$ cat src/rtl/pdm_modulator.sv
// PCM-to-PDM transmit path: input FIFO, zero-order-hold interpolation, 2nd-order sigma-delta.
// Optional quantizer dither is compiled in when PDM_DITHER_EN is defined.
module pdm_modulator #(
    parameter int DW         = 16,
    parameter int ACCW       = 24,
    parameter int FIFO_DEPTH = 4
) (
    input  logic                        clk,
    input  logic                        rst,
    input  logic                        clk_en,
    input  logic [15:0]                 rate,
    input  logic                        rate_we,
    input  logic [DW-1:0]               din,
    input  logic                        din_valid,
    output logic                        din_ready,
    output logic                        pdm_out,
    output logic                        pdm_valid,
    output logic                        underrun,
    output logic [$clog2(FIFO_DEPTH):0] fifo_level
);
    localparam int AW = $clog2(FIFO_DEPTH);
    localparam int LW = AW + 1;
    localparam int XW = ACCW + 2;
    localparam logic signed [XW-1:0] SAT_MAX = {3'b000, {(ACCW-1){1'b1}}};
    localparam logic signed [XW-1:0] SAT_MIN = {3'b111, {(ACCW-1){1'b0}}};
    localparam logic signed [XW-1:0] FB_POS  = {{(XW-DW){1'b0}}, 1'b1, {(DW-1){1'b0}}};
    localparam logic signed [XW-1:0] FB_NEG  = -FB_POS;

    logic [DW-1:0]          mem_q [FIFO_DEPTH];
    logic [AW-1:0]          wr_ptr_q, wr_ptr_d;
    logic [AW-1:0]          rd_ptr_q, rd_ptr_d;
    logic [LW-1:0]          count_q, count_d;
    logic                   din_ready_q, din_ready_d;
    logic [15:0]            rate_num_q, rate_num_d;
    logic [15:0]            phase_q, phase_d;
    logic [DW-1:0]          hold_q, hold_d;
    logic signed [ACCW-1:0] i1_q, i1_d;
    logic signed [ACCW-1:0] i2_q, i2_d;
    logic                   pdm_q, pdm_d;
    logic                   pdm_valid_q, pdm_valid_d;
    logic                   underrun_q, underrun_d;

    logic                   push, pop, fetch;
    logic [15:0]            rate_eff;
    logic signed [XW-1:0]   x_ext, fb, i1_sum, i2_sum, q_in, dither;
    logic signed [ACCW-1:0] i1_new, i2_new;

    function automatic logic signed [ACCW-1:0] sat(input logic signed [XW-1:0] v);
        if (v > SAT_MAX) begin
            return SAT_MAX[ACCW-1:0];
        end else if (v < SAT_MIN) begin
            return SAT_MIN[ACCW-1:0];
        end else begin
            return v[ACCW-1:0];
        end
    endfunction

    genvar gi;
    generate
        for (gi = 0; gi < FIFO_DEPTH; gi++) begin : g_fifo_entry
            always_ff @(posedge clk) begin
                if (push && (wr_ptr_q == AW'(gi))) begin
                    mem_q[gi] <= din;
                end
            end
        end
    endgenerate

`ifdef PDM_DITHER_EN
    logic [15:0] lfsr_q, lfsr_d;

    always_comb begin
        lfsr_d = lfsr_q;
        if (clk_en) begin
            lfsr_d = {lfsr_q[14:0], lfsr_q[15] ^ lfsr_q[13] ^ lfsr_q[12] ^ lfsr_q[10]};
        end
        dither = lfsr_q[0] ? {{(XW-1){1'b0}}, 1'b1} : {XW{1'b1}};
    end

    always_ff @(posedge clk or posedge rst) begin
        if (rst) begin
            lfsr_q <= 16'hACE1;
        end else begin
            lfsr_q <= lfsr_d;
        end
    end
`else
    assign dither = '0;
`endif

    always_comb begin
        push     = din_valid && din_ready_q;
        // A write in this cycle never satisfies a fetch: pop only sees the stored level.
        rate_eff = rate_we ? rate : rate_num_q;
        fetch    = clk_en && (phase_q >= rate_eff);
        pop      = fetch && (count_q != '0);

        x_ext  = {{(XW-DW){hold_q[DW-1]}}, hold_q};
        fb     = pdm_q ? FB_POS : FB_NEG;
        i1_sum = {{2{i1_q[ACCW-1]}}, i1_q} + x_ext - fb;
        i1_new = sat(i1_sum);
        i2_sum = {{2{i2_q[ACCW-1]}}, i2_q} + {{2{i1_new[ACCW-1]}}, i1_new} - fb;
        i2_new = sat(i2_sum);
        q_in   = {{2{i2_new[ACCW-1]}}, i2_new} + dither;

        wr_ptr_d    = push ? wr_ptr_q + AW'(1) : wr_ptr_q;
        rd_ptr_d    = pop ? rd_ptr_q + AW'(1) : rd_ptr_q;
        count_d     = count_q + LW'(push) - LW'(pop);
        din_ready_d = (count_d != LW'(FIFO_DEPTH));
        rate_num_d  = rate_eff;
        phase_d     = phase_q;
        hold_d      = hold_q;
        i1_d        = i1_q;
        i2_d        = i2_q;
        pdm_d       = pdm_q;
        pdm_valid_d = clk_en;
        underrun_d  = fetch && !pop;

        if (clk_en) begin
            phase_d = fetch ? 16'd0 : phase_q + 16'd1;
            i1_d    = i1_new;
            i2_d    = i2_new;
            pdm_d   = ~q_in[XW-1];
        end
        if (pop) begin
            hold_d = mem_q[rd_ptr_q];
        end
    end

    always_ff @(posedge clk or posedge rst) begin
        if (rst) begin
            wr_ptr_q    <= '0;
            rd_ptr_q    <= '0;
            count_q     <= '0;
            din_ready_q <= 1'b0;
            rate_num_q  <= '0;
            phase_q     <= '0;
            hold_q      <= '0;
            i1_q        <= '0;
            i2_q        <= '0;
            pdm_q       <= 1'b0;
            pdm_valid_q <= 1'b0;
            underrun_q  <= 1'b0;
        end else begin
            wr_ptr_q    <= wr_ptr_d;
            rd_ptr_q    <= rd_ptr_d;
            count_q     <= count_d;
            din_ready_q <= din_ready_d;
            rate_num_q  <= rate_num_d;
            phase_q     <= phase_d;
            hold_q      <= hold_d;
            i1_q        <= i1_d;
            i2_q        <= i2_d;
            pdm_q       <= pdm_d;
            pdm_valid_q <= pdm_valid_d;
            underrun_q  <= underrun_d;
        end
    end

    assign din_ready  = din_ready_q;
    assign pdm_out    = pdm_q;
    assign pdm_valid  = pdm_valid_q;
    assign underrun   = underrun_q;
    assign fifo_level = count_q;

endmodule
$ cat config.mk
export PLATFORM = sky130hd
export DESIGN_NAME = pdm_modulator
export DESIGN_NICKNAME = d
export VERILOG_FILES = /design/src/rtl/pdm_modulator.sv
export SDC_FILE = /design/constraint.sdc
export NUM_CORES = 1
export LEC_CHECK = 0
export ABC_AREA = 1
export BUFFER_PORTS_ARGS = -buffer_cell sky130_fd_sc_hd__buf_2
export CAP_MARGIN = 20
export CORE_MARGIN = 10
export CORE_UTILIZATION = 55
export DETAILED_ROUTE_END_ITERATION = 8
export GPL_TIMING_DRIVEN = 0
export HOLD_SLACK_MARGIN = 0.06
export PLACE_DENSITY = 0.75
export RECOVER_POWER = 25
export SKIP_LAST_GASP = 1
export SLEW_MARGIN = 20
export SYNTH_ARGS = -nofsm -noshare
export SYNTH_HDL_FRONTEND = slang
export SYNTH_SLANG_ARGS = --single-unit
$ cat constraint.sdc
create_clock -name clk -period 9.6 [get_ports clk]
set_input_delay 2.88 -clock clk [delete_from_list [all_inputs] [get_ports clk]]
set_output_delay 2.88 -clock clk [all_outputs]
set_load 0.02 [all_outputs]
==> key figures <==
Timing
  – RSZ-0062 raised after global routing: false
  – Max-slew violations: 0
  – Fmax: 0.120 GHz
  – Hold Vio Cnt, Final: 0
  – Worst-Margin Slew: 1450 ps
  – Clock skew: 17.1 ps
  – Final Cycle Share: 86.7%
  – Endpoints failing setup: 0
  – Rel. slew slack: 3.03%
  – Post-route minimum period: 8320 ps
  – Setup tns final: 0 ps

Final layout
  – Area growth, synth to finish: 10.7%
  – Fin nets: 1,475
  – Inserted Diodes: 0
  – Fin util: 61.4%
  – Share of layout cells above drive strength 1: 15.7%
  – Multi-input gate area: 0.00575 sq mm
  – Layout filler cell count: 1,719
  – Sequential cell area: 0.00460 sq mm

Detailed routing
  – Initial DRC count: 515
  – Final WL: 24.2 mm
  – Vias: 8,573
  – Pre-antenna DRT Iters: 5
  – Routed Antenna Nets: 0
  – DRC Markers: 0
  – Vias/cell: 5.27
  – DR WL/cell: 14.9 um

Clock network
  – Clock sink count: 171
  – Num CTS Buffers: 17
  – Post-CTS Resized: 0
  – # Post-CTS Setup Buffers: 0
  – CTS Root Cell: clkbuf_16
  – Deepest clock path buffer count: 2
  – # hold bufs at CTS: 0
  – Worst-path clk slew: 70 ps
  – CTS tree: done
  – H-tree levels: 4
  – Worst-Skew Late Latency: 440 ps

Floorplan
  – Ports: 44
  – Core Region: 0.0201 sq mm
  – Die footprint: 0.0264 sq mm
  – Initial Utilization: 55.4%
  – Die height: 162 um
  – Die span in x: 162 um
  – Core Rows: 52

Global route
  – GRT Overall Usage: 19.0%
  – First-pass GRT wire length: 41.4 mm
  – Initial antenna violation count: 0
  – Largest net degree at the start of global routing: 79
  – Total global routing overflow: 0
  – Number of global-route vias before repair: 8,659

Critical path
  – Buffers and inverters on the worst path: 7
  – Critical path class: reg -> reg
  – CP delay by family, top: compound AO/OA/AOI/OAI gates
  – CP max-delay cell: fa_1
  – Crit path from: hold_q[0]
  – CP max FO: 10
  – Worst reg2reg setup slack: 1280 ps
  – Most frequent CP cell: nand2_1
  – Worst path max stage delay: 460 ps
  – CP Data Arrival Time: 8640 ps
  – Reg-to-Reg Start: hold_q[0]
  – Startpoint types: flop
  – CP required: 9920 ps
  – Setup crit end kind: flop

Synth
  – Synth warn: 0
  – Most common cell in the netlist: nand2_1
  – Post-synth top cells: nand2_1 (307), inv_1 (141), dfrtp_1 (107)
  – Prevailing post-synth register cell: dfrtp_1
  – Yosys reg bits: 171
  – Synth Net Count: 1,409
  – Sequential share of the synthesized area: 41.3%
  – Synth top area cells: dfrtp_1 (24%), edfxtp_1 (17%), nand2_1 (10%), ha_1 (10%), inv_1 (4.7%)
  – Post-Syn Instances: 1,278
  – Cell variety after synth: 48
  – Mapped cell area: 0.0111 sq mm
  – Asr flop ratio synth: 62.6%
  – Syn Area/Cell: 8.72 sq um
  – Top cell type by total area after synthesis: dfrtp_1
  – Yosys top cell area share: 24.0%
  – Post-synth EDFFs: 64

Worst hold path
  – Worst Hold Class: reg -> reg
  – Hold wc startpoint: i1_q[8]

Status
  – Status: completed

Placed design
  – DP HPWL: 18.1 mm
  – Port Buffers: 43
  – GPL Wtd Cong: 0.882

Flow run
  – Number of max-cap violations: 0
## metrics by stage
stage	std cells	area (sq um)	hold WS [ps]	worst slack [ps]
after floorplan	1278	11100	453	2750
after global placement	1591	11700	467	1440
after detailed placement	1595	11800	474	1360
after CTS	1627	12400	494	1330
after global routing	1627	12300	523	572
final	1627	12300	488	1280
## state kept, by name, indices dropped and copies added (netlist names)
| name | cells |
|---|---|
| fifo_level | 3 |
| pdm_out | 1 |
| rd_ptr_q | 2 |
| hold_q | 16 |
| mem_q | 64 |
| phase_q | 16 |
| pdm_valid | 1 |
| din_ready | 1 |
| i1_q | 24 |
| rate_num_q | 16 |
| wr_ptr_q | 2 |
| i2_q | 24 |
| underrun | 1 |
## path summary, 6_finish.rpt
| kind | to | depth (start not counted) |
|---|---|---|
| max | i2_q[12] | 47 |
| min | i1_q[8] | 2 |
| max reg2reg | i2_q[12] | 47 |
| min reg2reg | i1_q[8] | 2 |
| max in group asynchronous | i1_q[21] | 3 |
| min in group asynchronous | phase_q[14] | 2 |
## area by class of cell
cell class              instances  share of cell area (%)
plain buffers                  35                    2.04
clock buffers                  17                    3.45
clock inverters                15                    1.34
well taps                     270                    2.74
repair buffers                 47                    2.06
multi-input cells             925                    46.6
inverters                     147                    4.48
flip-flops and latches        171                    37.3
## cell families (layout without fill, tap and decap cells)
group,count (synthesis),count (layout),synth area share (%)
compound gates,227,227,12.7
flops,171,171,41.3
mux,1,1,0.101
fa+ha+maj,94,94,10.9
xor+xnor,62,62,4.87
buf+inv,182,261,7.21
simple gates,541,541,23.0
## cells in the final DEF (no fill, tap or decap), types with 22 or more instances in the layout
cell / instances
xor2_1: 45
dfrtp_1: 107
nand3_1: 33
edfxtp_1: 64
a21oi_1: 89
nor2_1: 61
nand2_2: 64
ha_1: 89
buf_2: 26
clkbuf_1: 41
nand2_4: 22
nand2_1: 307
o21ai_0: 61
a21oi_2: 25
inv_1: 140
## routing by layer
layer  part of all wire, %  vias to the layer above  GRT usage, %
met5                     0                        -             0
met4                   1.7                        0          5.79
li1                      -                     4358             -
met1                    46                     4012          24.8
met2                    49                      164          31.6
met3                   3.5                       39          3.24
## worst reg2reg max path: cells and delay by family, from the launching register on
family | cells | cell delay, ps
adder cells (fa/ha/maj) | 6 | 2070
flip-flops | 1 | 410
XOR/XNOR | 2 | 320
AO/OA/AOI/OAI | 16 | 3260
buffers and inverters | 7 | 750
AND/OR/NAND/NOR | 16 | 1400
Power is left out: the tool's default activity adds up to more than one toggle a clock period on the data nets, which glitch-free logic cannot reach.
